## config.mk

```make
export PLATFORM = sky130hd
export DESIGN_NAME = iob_ram_dp_be_arb
export DESIGN_NICKNAME = d
export VERILOG_FILES = /design/src/rtl/iob_ram_dp_be_arb_pkg.sv /design/src/rtl/iob_rr_arbiter.sv /design/src/rtl/iob_ram_dp_be_arb.sv
export SDC_FILE = /design/constraint.sdc
export NUM_CORES = 1
export LEC_CHECK = 0
export BUFFER_PORTS_ARGS = -buffer_cell sky130_fd_sc_hd__buf_2
export CAP_MARGIN = 15
export CORE_AREA = 2 2 84 86
export DETAILED_ROUTE_END_ITERATION = 6
export DIE_AREA = 0 0 86 88
export PLACE_DENSITY = 0.78
export SLEW_MARGIN = 20
export SYNTH_ARGS = -nofsm -noshare
export SYNTH_HDL_FRONTEND = slang
export SYNTH_SLANG_ARGS = --single-unit
```

## constraint.sdc

```tcl
create_clock -name clk_i -period 2.5 [get_ports clk_i]
set_clock_uncertainty 0.2 [all_clocks]
set_input_delay 0.5 -clock clk_i [delete_from_list [all_inputs] [get_ports clk_i]]
set_output_delay 0.5 -clock clk_i [all_outputs]
set_load 0.01 [all_outputs]
```

## src/rtl/iob_ram_dp_be_arb_pkg.sv

```systemverilog
// Shared types and constants for the dual-port RAM port arbiter.
// State encoding and byte-lane helpers.
package iob_ram_dp_be_arb_pkg;

    typedef enum logic {
        ST_RUN   = 1'b0,
        ST_CLEAR = 1'b1
    } state_t;

    localparam int BYTE_W = 8;

    function automatic int n_bytes(input int data_w);
        return data_w / BYTE_W;
    endfunction

endpackage

```

## src/rtl/iob_rr_arbiter.sv

```systemverilog
// Generic N-input round-robin arbiter.
// Search starts one past the last winner; pointer moves only on upd_i.
module iob_rr_arbiter #(
    parameter  int N  = 2,
    localparam int IW = (N > 1) ? $clog2(N) : 1
) (
    input  logic          clk_i,
    input  logic          arst_n_i,
    input  logic [N-1:0]  req_i,
    input  logic          upd_i,
    output logic [N-1:0]  gnt_o,
    output logic [IW-1:0] idx_o,
    output logic          any_o
);

    logic [IW-1:0] r_ptr;
    logic [N-1:0]  w_gnt;
    logic [IW-1:0] w_idx;
    logic          w_any;

    // first requester found scanning upward from ptr+1, wrapping
    always_comb begin
        int j;
        j     = 0;
        w_gnt = '0;
        w_idx = '0;
        w_any = 1'b0;
        for (int k = 1; k <= N; k++) begin
            j = (int'(r_ptr) + k) % N;
            if (!w_any && req_i[j[IW-1:0]]) begin
                w_any             = 1'b1;
                w_gnt[j[IW-1:0]]  = 1'b1;
                w_idx             = j[IW-1:0];
            end
        end
    end

    // remember the last winner; reset value gives index 0 first priority
    always_ff @(posedge clk_i or negedge arst_n_i) begin
        if (!arst_n_i) begin
            r_ptr <= IW'(N - 1);
        end else if (upd_i && w_any) begin
            r_ptr <= w_idx;
        end
    end

    assign gnt_o = w_gnt;
    assign idx_o = w_idx;
    assign any_o = w_any;

endmodule

```

## src/rtl/iob_ram_dp_be_arb.sv

```systemverilog
// Round-robin arbiter and zero-fill sequencer for one RAM port.
// RAM outputs are combinational from state, grant and clear counter.
module iob_ram_dp_be_arb
    import iob_ram_dp_be_arb_pkg::*;
#(
    parameter  int N_REQ        = 2,
    parameter  int ADDR_W       = 10,
    parameter  int DATA_W       = 32,
    parameter  int CLEAR_ON_RST = 0,
    localparam int NB           = n_bytes(DATA_W),
    localparam int IW           = (N_REQ > 1) ? $clog2(N_REQ) : 1
) (
    input  logic                    clk_i,
    input  logic                    arst_n_i,
    input  logic [N_REQ-1:0]        req_valid_i,
    input  logic [N_REQ*ADDR_W-1:0] req_addr_i,
    input  logic [N_REQ*DATA_W-1:0] req_wdata_i,
    input  logic [N_REQ*NB-1:0]     req_wstrb_i,
    output logic [N_REQ-1:0]        req_ready_o,
    output logic [N_REQ-1:0]        req_rvalid_o,
    output logic [DATA_W-1:0]       req_rdata_o,
    input  logic                    clear_i,
    output logic                    busy_o,
    output logic                    done_o,
    output logic                    ram_en_o,
    output logic [NB-1:0]           ram_we_o,
    output logic [ADDR_W-1:0]       ram_addr_o,
    output logic [DATA_W-1:0]       ram_d_o,
    input  logic [DATA_W-1:0]       ram_d_i
);

    localparam state_t RST_ST = (CLEAR_ON_RST != 0) ? ST_CLEAR : ST_RUN;

    state_t              r_state;
    state_t              w_next;
    logic [ADDR_W-1:0]   r_cnt;
    logic                r_done;
    logic [N_REQ-1:0]    r_rvalid;

    logic [N_REQ-1:0]    w_gnt;
    logic [IW-1:0]       w_idx;
    logic                w_any;
    logic                w_go;
    logic [ADDR_W-1:0]   w_sel_addr;
    logic [DATA_W-1:0]   w_sel_data;
    logic [NB-1:0]       w_sel_strb;
    logic                w_sel_rd;

    assign w_sel_addr = req_addr_i[int'(w_idx)*ADDR_W +: ADDR_W];
    assign w_sel_data = req_wdata_i[int'(w_idx)*DATA_W +: DATA_W];
    assign w_sel_strb = req_wstrb_i[int'(w_idx)*NB +: NB];
    assign w_sel_rd   = ~|w_sel_strb;

    // a grant is real only in RUN, out of reset, with no clear request
    assign w_go = arst_n_i && (r_state == ST_RUN) && !clear_i && w_any;

    iob_rr_arbiter #(
        .N (N_REQ)
    ) u_arb (
        .clk_i    (clk_i),
        .arst_n_i (arst_n_i),
        .req_i    (req_valid_i),
        .upd_i    (w_go),
        .gnt_o    (w_gnt),
        .idx_o    (w_idx),
        .any_o    (w_any)
    );

    // state register
    always_ff @(posedge clk_i or negedge arst_n_i) begin
        if (!arst_n_i) begin
            r_state <= RST_ST;
        end else begin
            r_state <= w_next;
        end
    end

    // next state and RAM port mux; reset forces the port idle
    always_comb begin
        w_next      = r_state;
        req_ready_o = '0;
        ram_en_o    = 1'b0;
        ram_we_o    = '0;
        ram_addr_o  = '0;
        ram_d_o     = '0;
        unique case (r_state)
            ST_RUN: begin
                if (clear_i) begin
                    w_next = ST_CLEAR;
                end else if (w_any) begin
                    req_ready_o = w_gnt;
                    ram_en_o    = 1'b1;
                    ram_we_o    = w_sel_strb;
                    ram_addr_o  = w_sel_addr;
                    ram_d_o     = w_sel_data;
                end
            end
            ST_CLEAR: begin
                ram_en_o   = 1'b1;
                ram_we_o   = '1;
                ram_addr_o = r_cnt;
                if (&r_cnt) begin
                    w_next = ST_RUN;
                end
            end
        endcase
        if (!arst_n_i) begin
            req_ready_o = '0;
            ram_en_o    = 1'b0;
            ram_we_o    = '0;
            ram_addr_o  = '0;
            ram_d_o     = '0;
        end
    end

    // sweep address counter, held at zero outside a sweep
    always_ff @(posedge clk_i or negedge arst_n_i) begin
        if (!arst_n_i) begin
            r_cnt <= '0;
        end else if (r_state == ST_CLEAR) begin
            r_cnt <= r_cnt + 1'b1;
        end else begin
            r_cnt <= '0;
        end
    end

    // one-cycle completion pulse after the last address is written
    always_ff @(posedge clk_i or negedge arst_n_i) begin
        if (!arst_n_i) begin
            r_done <= 1'b0;
        end else begin
            r_done <= (r_state == ST_CLEAR) && (&r_cnt);
        end
    end

    // read data returns one cycle after an accepted read
    always_ff @(posedge clk_i or negedge arst_n_i) begin
        if (!arst_n_i) begin
            r_rvalid <= '0;
        end else begin
            r_rvalid <= (w_go && w_sel_rd) ? w_gnt : '0;
        end
    end

    assign req_rvalid_o = r_rvalid;
    assign req_rdata_o  = ram_d_i;
    assign busy_o       = (r_state == ST_CLEAR);
    assign done_o       = r_done;

endmodule

```

==> flow_metrics.tcl, run 1 <==
set metrics [dict create \
    drc 0 \
    synth_async_sr_flop_share 1.00 \
    synthesis.area_sq_mm 0.00168 \
    die_y_microns 88 \
    cts_tree "built" \
    ys.flop_type "dfrtp_1" \
    dp_cells 444 \
    syn-num-nets 385 \
    ys_ff_latch 15 \
    wirelength_mm 5.80 \
    syn_avg_cell_area_sq_um 6.59 \
    grt_antenna_before_repair 0 \
    final_cells 451 \
    dpl.hpwl_mm 4.49 \
    slowest_delay_ns 0.59 \
    n_antenna_cell 0 \
    nNetsFinal 502 \
    yosysUniqueCellTypes 33 \
    grt_pass1_vias 1788 \
    ys_seq_area_frac 0.224 \
    portBuffers 149 \
    final_hold_viol_count 0 \
    setup_viol 0 \
    grt_util_all_layers 0.138 \
    drt_iter0_drc 63 \
    rsz0062_at_grt "no" \
    layout_commonest_cell "buf_2" \
    outcome "completed" \
    start_util 0.253 \
    gp_congestion 0.786 \
    layout_min_cycle_time_ns 2.38 \
    dpl_worst_slack_ns -0.123 \
    die-area_sq_mm 0.00757 \
    worst_slew_pin_slew_ns 0.651 \
    vias 2147 \
    clockBufferDepth 2 \
    drive_above_1_share 0.464 \
    cpMaxStageDelayCell "dfstp_2" \
    crit_arrival_ns 1.68 \
    ys.warnings.count 0 \
    cp_cell_sequence "a21bo_2, buf_12, mux2i_1, o21ai_0, buf_2" \
    fin_crit_sh 0.950 \
    globalRouteOverflowTotal 0 \
    clkTransAtPathRegs_ns 0.07 \
    p_leak_nw 1.35 \
    design.portCount 214 \
    crit_buf_inv 2 \
    std_cell_rows 30 \
    grt_pass1_wl_mm 8.41 \
    fillers 691 \
    synth_edf_count 0 \
    max_freq_mhz 421 \
    layout_common_cells "buf_2, nand2_1, a21oi_1" \
    vdd_drop_max_v 0.000242 \
    core-area_sq_mm 0.00664 \
    wire_per_inst_microns 12.9 \
    slew_violations 0 \
    cts_max_level 1 \
    cts-root-buf "clkbuf_8" \
    cts_sinks 15 \
    synthCells 255 \
    worstSetupPathType "flop to output pin" \
    dieWidth_microns 86 \
    vias_per_cell 4.76 \
    grt_max_degree 34 \
    first_pass_iters 4 \
    syn_to_final_growth_pct 44.1 \
    max-cap-violations 0 \
    cp-end-kind "output pin" \
    clk_latency_ns 0.25 \
    fin_ws_ns 0.125 \
    antenna_left 0 \
    hold_class "primary input to asynchronous set/reset pin" \
    fin_hold_ws_ns 0.00676 \
    critPathMaxFanout 15 \
    p_per_area_mw_per_mm2 404 \
    critical_path_required_ns 1.80 \
    relSlewSlack 0.565 \
    numCtsBuffers 3 \
    cp-start-kind "flop" \
    cpLargestDelayFamily "flip-flops" \
]
-- synth_stat cells, drive strengths merged (2+ instances only) --
master	instances	area, sq um
dfrtp	14	350
nand3	4	25.0
or3	4	27.5
nand2	86	323
or4	3	22.5
xor2	2	17.5
a31oi	5	31.3
nor3	2	10.0
buf	40	279
inv	3	11.3
nor2	7	26.3
o21ai	17	85.1
clkbuf	7	36.3
a21oi	38	190
and2	2	12.5
mux2i	10	100
-- layer usage --
metal  vias up  track usage  part of all wire
li1       1060            -                 -
met1       964        0.161              0.40
met2       107        0.258              0.50
met3        16       0.0207             0.079
met4         0       0.0462             0.021
met5         -            0                 0
-- timing repair --
action	in CTS	in global routing
setup buffers	0	1
cloned	1	0
pin swaps	1	1
resized for setup	2	1
endpoints found under the setup margin	14	9
hold buffers	1	0
endpoints found under the hold margin	7	0
-- worst paths after layout --
| kind | to | slack (ns) | from | cells past startpoint |
|---|---|---|---|---|
| min reg2reg | r_cnt[0]$_DFF_PN0_ | 0.31 | r_cnt[0]$_DFF_PN0_ | 1 |
| min in group clk_i | r_cnt[0]$_DFF_PN0_ | 0.31 | r_cnt[0]$_DFF_PN0_ | 1 |
| min | r_cnt[7]$_DFF_PN0_ | 0.007 | arst_n_i | 2 |
| max | ram_addr_o[6] | 0.12 | u_arb.r_ptr$_DFFE_PN1P_ | 5 |
| max in group asynchronous | r_cnt[3]$_DFF_PN0_ | 1.44 | arst_n_i | 3 |
| max reg2reg | r_cnt[8]$_DFF_PN0_ | 0.86 | r_cnt[0]$_DFF_PN0_ | 4 |
-- sequential cells by signal, indices dropped and copies added, names as in the netlist --
register,cells
done_o,1
req_rvalid_o,2
r_cnt,10
busy_o,1
u_arb.r_ptr,1
-- kinds of logic after synthesis --
family / count (synthesis) / share of synthesized area
fa+ha+maj: 1 / 0.00744
mux: 10 / 0.0596
compound gates: 64 / 0.206
flops: 15 / 0.224
buf+inv: 50 / 0.194
simple gates: 112 / 0.293
xor+xnor: 3 / 0.0156
-- layout make-up --
cell class                 instances  area (sq um)  area share
clock buffer                       3          41.3      0.0171
clock inverter                     1          7.51     0.00310
inverter                           3          11.3     0.00465
multi-input combinational        191          1020       0.421
sequential                        15           377       0.156
tap                               80           100      0.0413
timing repair buffer             158           866       0.358
-- power breakdown --
| group | internal [mW] | switching (mW) | leakage (nW) | total, mW |
|---|---|---|---|---|
| Clock | 0.112 | 0.0909 | 0.0217 | 0.203 |
| Combinational | 0.189 | 0.195 | 1.14 | 0.384 |
| Sequential | 0.300 | 0.0916 | 0.187 | 0.391 |
| Total | 0.600 | 0.377 | 1.35 | 0.978 |
-- metrics by stage --
stage	TNS, ns	instance area, sq um	power, mW	util
floorplan	0	1680	0.648	-
global placement	-0.526	2310	0.761	0.348
detailed placement	-1.18	2310	0.777	0.348
CTS	0	2390	0.986	0.360
global route	0	2420	1.06	0.364
finish	0	2420	0.978	0.364
-- worst register-to-register path: cells and delay by family, from the launching register on --
family | cells | cell delay [ns]
AO/OA/AOI/OAI | 1 | 0.16
adder cells (fa/ha/maj) | 1 | 0.26
flip-flops | 1 | 0.42
AND/OR/NAND/NOR | 2 | 0.53
Note: power is estimated with default switching activity, not from simulation.
==> run 2, diff against run 1 <==
Settings changed: ABC_AREA from default to 1, CORE_AREA 2 2 84 86 to 2 2 82 84, DIE_AREA 0 0 86 88 to 0 0 84 86, PLACE_DENSITY 0.78 to 0.84.
==> run 2 against run 1 <==
Non-clock buffer count down 1. Clock power barely moved. Utilization increased by 3.9 points. Worst hold slack better by 0.037 ns. Setup slack gained 0.038 ns. Fmax rose by 1.6%. Sequential cell count unchanged. Total power grew 2.5%. Final cell count is 9.8% higher. Clock-buffer cell count grew 1. Critical path depth is 2 higher. Largest power group is now combinational logic. Highest routed layer unchanged.
==> flow_metrics.tcl, run 2 <==
set metrics [dict create \
    synth_edf_count 0 \
    synth_top_area_cell "dfrtp_1" \
    syn-num-nets 432 \
    largest_reg_flops 10 \
    outcome "completed" \
    syn_to_final_growth_pct 34.9 \
    multi_input_area_sq_mm 0.00105 \
    hold_class "primary input to asynchronous set/reset pin" \
    fillers 677 \
    grt_pass1_wl_mm 9.29 \
    grt_util_all_layers 0.154 \
    grt_max_degree 33 \
    final_hold_viol_count 0 \
    max_freq_mhz 428 \
    p_leak_nw 1.47 \
    start_util 0.299 \
    synthTopCellsByArea "dfrtp_1, nor2_1, buf_4" \
    cts-root-buf "clkbuf_8" \
    cp-start-kind "flop" \
    synth_top_area_frac 0.187 \
    rsz0062_at_grt "no" \
    core-area_sq_mm 0.00628 \
    cp-end-kind "output pin" \
    die-area_sq_mm 0.00722 \
    clk_latency_ns 0.25 \
    drc 0 \
    fin_crit_sh 0.935 \
    cts_sinks 15 \
    dp_cells 489 \
    grt_pass1_vias 2141 \
    drt_iter0_drc 55 \
    clkTransAtPathRegs_ns 0.06 \
    ys_seq_area_frac 0.201 \
    p_int_mw 0.602 \
    r2r_slack_ns 0.99 \
    vias_per_cell 4.69 \
    ff2ff_path_depth 6 \
    max-cap-violations 0 \
    yosysMostFrequentCell "nor2_1" \
    combPwrFrac 0.426 \
    layout_common_cells "buf_2, nor2_1, nand2_1" \
    switching_share 0.399 \
    setup_tns_ns 0 \
    design.portCount 214 \
    first_pass_iters 5 \
    globalRouteOverflowTotal 0 \
    layout_min_cycle_time_ns 2.34 \
    crit_arrival_ns 1.64 \
    vdd_drop_max_v 0.000338 \
    std_cell_rows 29 \
    synthCells 302 \
    critPathMaxFanout 26 \
    nNetsFinal 547 \
    worst_slew_pin_slew_ns 0.340 \
    postCtsSetupBuffers 0 \
    dpl_worst_slack_ns 0.154 \
    grt_antenna_before_repair 2 \
    antenna_left 0 \
    seq_area_sq_um 377 \
    die_y_microns 86 \
    numCtsBuffers 3 \
    yosysUniqueCellTypes 27 \
    setup_viol 0 \
    wirelength_mm 6.01 \
    vias 2322 \
    slew_violations 0 \
    synthesis.area_sq_mm 0.00188 \
    ys.flop_type "dfrtp_1" \
    ys.warnings.count 0 \
    cts_tree "built" \
    p_per_area_mw_per_mm2 396 \
    syn_avg_cell_area_sq_um 6.21 \
    gp_congestion 0.944 \
    fin_ws_ns 0.162 \
    p_sw_mw 0.400 \
    cts_max_level 1 \
    dpl.hpwl_mm 5.02 \
    ctsHoldBuffers 0 \
    layout_commonest_cell "buf_2" \
    synthTopCellsByCount "nor2_1, nand2_1, buf_4, inv_1, o21ai_0" \
    final_cells 495 \
    clock_power_share 0.200 \
    seq_power_share 0.373 \
    synth_async_sr_flop_share 1.00 \
    portBuffers 149 \
    critical_path_required_ns 1.80 \
    r2r_start "u_arb.r_ptr$_DFFE_PN1P_" \
    ys_ff_latch 15 \
    relSlewSlack 0.771 \
    clockBufferDepth 2 \
    r2r_end "req_rvalid_o[0]$_DFF_PN0_" \
    wire_per_inst_microns 12.1 \
    worstSetupPathType "flop to output pin" \
    dieWidth_microns 84 \
    top_register "r_cnt" \
    post_cts_resized 0 \
    drive_above_1_share 0.438 \
]
## run 2: changes by cell type in the layout (fill, tap and decap cells not counted), sizes merged, moves of 4 or more
cell / previous run / this run
inv: 3 / 28
o21ai: 18 / 46
a21oi: 38 / 18
mux2i: 10 / 0
or3: 4 / 0
nand2: 86 / 38
o211ai: 0 / 10
nor3: 2 / 6
a31oi: 5 / 0
nor2: 7 / 83
## run 2: cell type report
type,instances,share of cell area
multi-input cells,212,0.414
repair buffers,157,0.338
flip-flops and latches,15,0.149
inverters,28,0.0415
well taps,77,0.0380
clock buffers,4,0.0178
diodes,2,0.00198
## run 2: metrics by stage
stage	utilization	instance area [sq um]	total power, mW	hold WS, ns
floorplan	-	1880	0.665	0.00441
global placement	0.395	2480	0.784	0.271
detailed placement	0.395	2480	0.804	0.276
CTS	0.403	2530	1.00	0.0543
global route	0.403	2530	1.08	0.0602
finish	0.403	2530	1.00	0.0437
## run 2: critical path: stages, from the launching register on
cell	delay (ns)
dfstp_2	0.56
nand2_2	0.11
nand2_4	0.14
buf_12	0.17
nand2_1	0.09
o211ai_1	0.09
a21oi_1	0.09
buf_2	0.14
## run 2: per-layer routing
layer | part of all wire | up-vias | track usage
met5 | 0 | - | 0
met4 | 0.039 | 0 | 0.0821
met3 | 0.089 | 21 | 0.0452
met2 | 0.50 | 126 | 0.281
met1 | 0.37 | 1002 | 0.160
li1 | - | 1173 | -
## run 2: power by group through the flow
stage / Clock, mW / Sequential (mW) / Combinational [mW]
after floorplan: 0 / 0.357 / 0.308
after global placement: 0 / 0.372 / 0.412
after detailed placement: 0 / 0.375 / 0.429
after CTS: 0.199 / 0.371 / 0.432
after global routing: 0.211 / 0.382 / 0.486
final: 0.201 / 0.374 / 0.427
## run 2: worst max path at each step
stage / start / endpoint / slack, ns / cells after the start
after floorplan: clear_i / ram_d_o[4] / 0.52 / 6
after global placement: clear_i / ram_d_o[8] / 0.19 / 8
after detailed placement: clear_i / ram_d_o[8] / 0.15 / 8
after CTS: u_arb.r_ptr$_DFFE_PN1P_ / ram_addr_o[9] / 0.15 / 7
after global routing: busy_o$_DFF_PN0_ / ram_d_o[25] / 0.06 / 7
final: u_arb.r_ptr$_DFFE_PN1P_ / ram_addr_o[9] / 0.16 / 7
## run 2: kinds of logic after synthesis
family,count (synthesis),share of synthesized area
AND/OR/NAND/NOR,137,0.319
flip-flops,15,0.201
buffers and inverters,75,0.241
AO/OA/AOI/OAI,74,0.233
adder cells (fa/ha/maj),1,0.00667
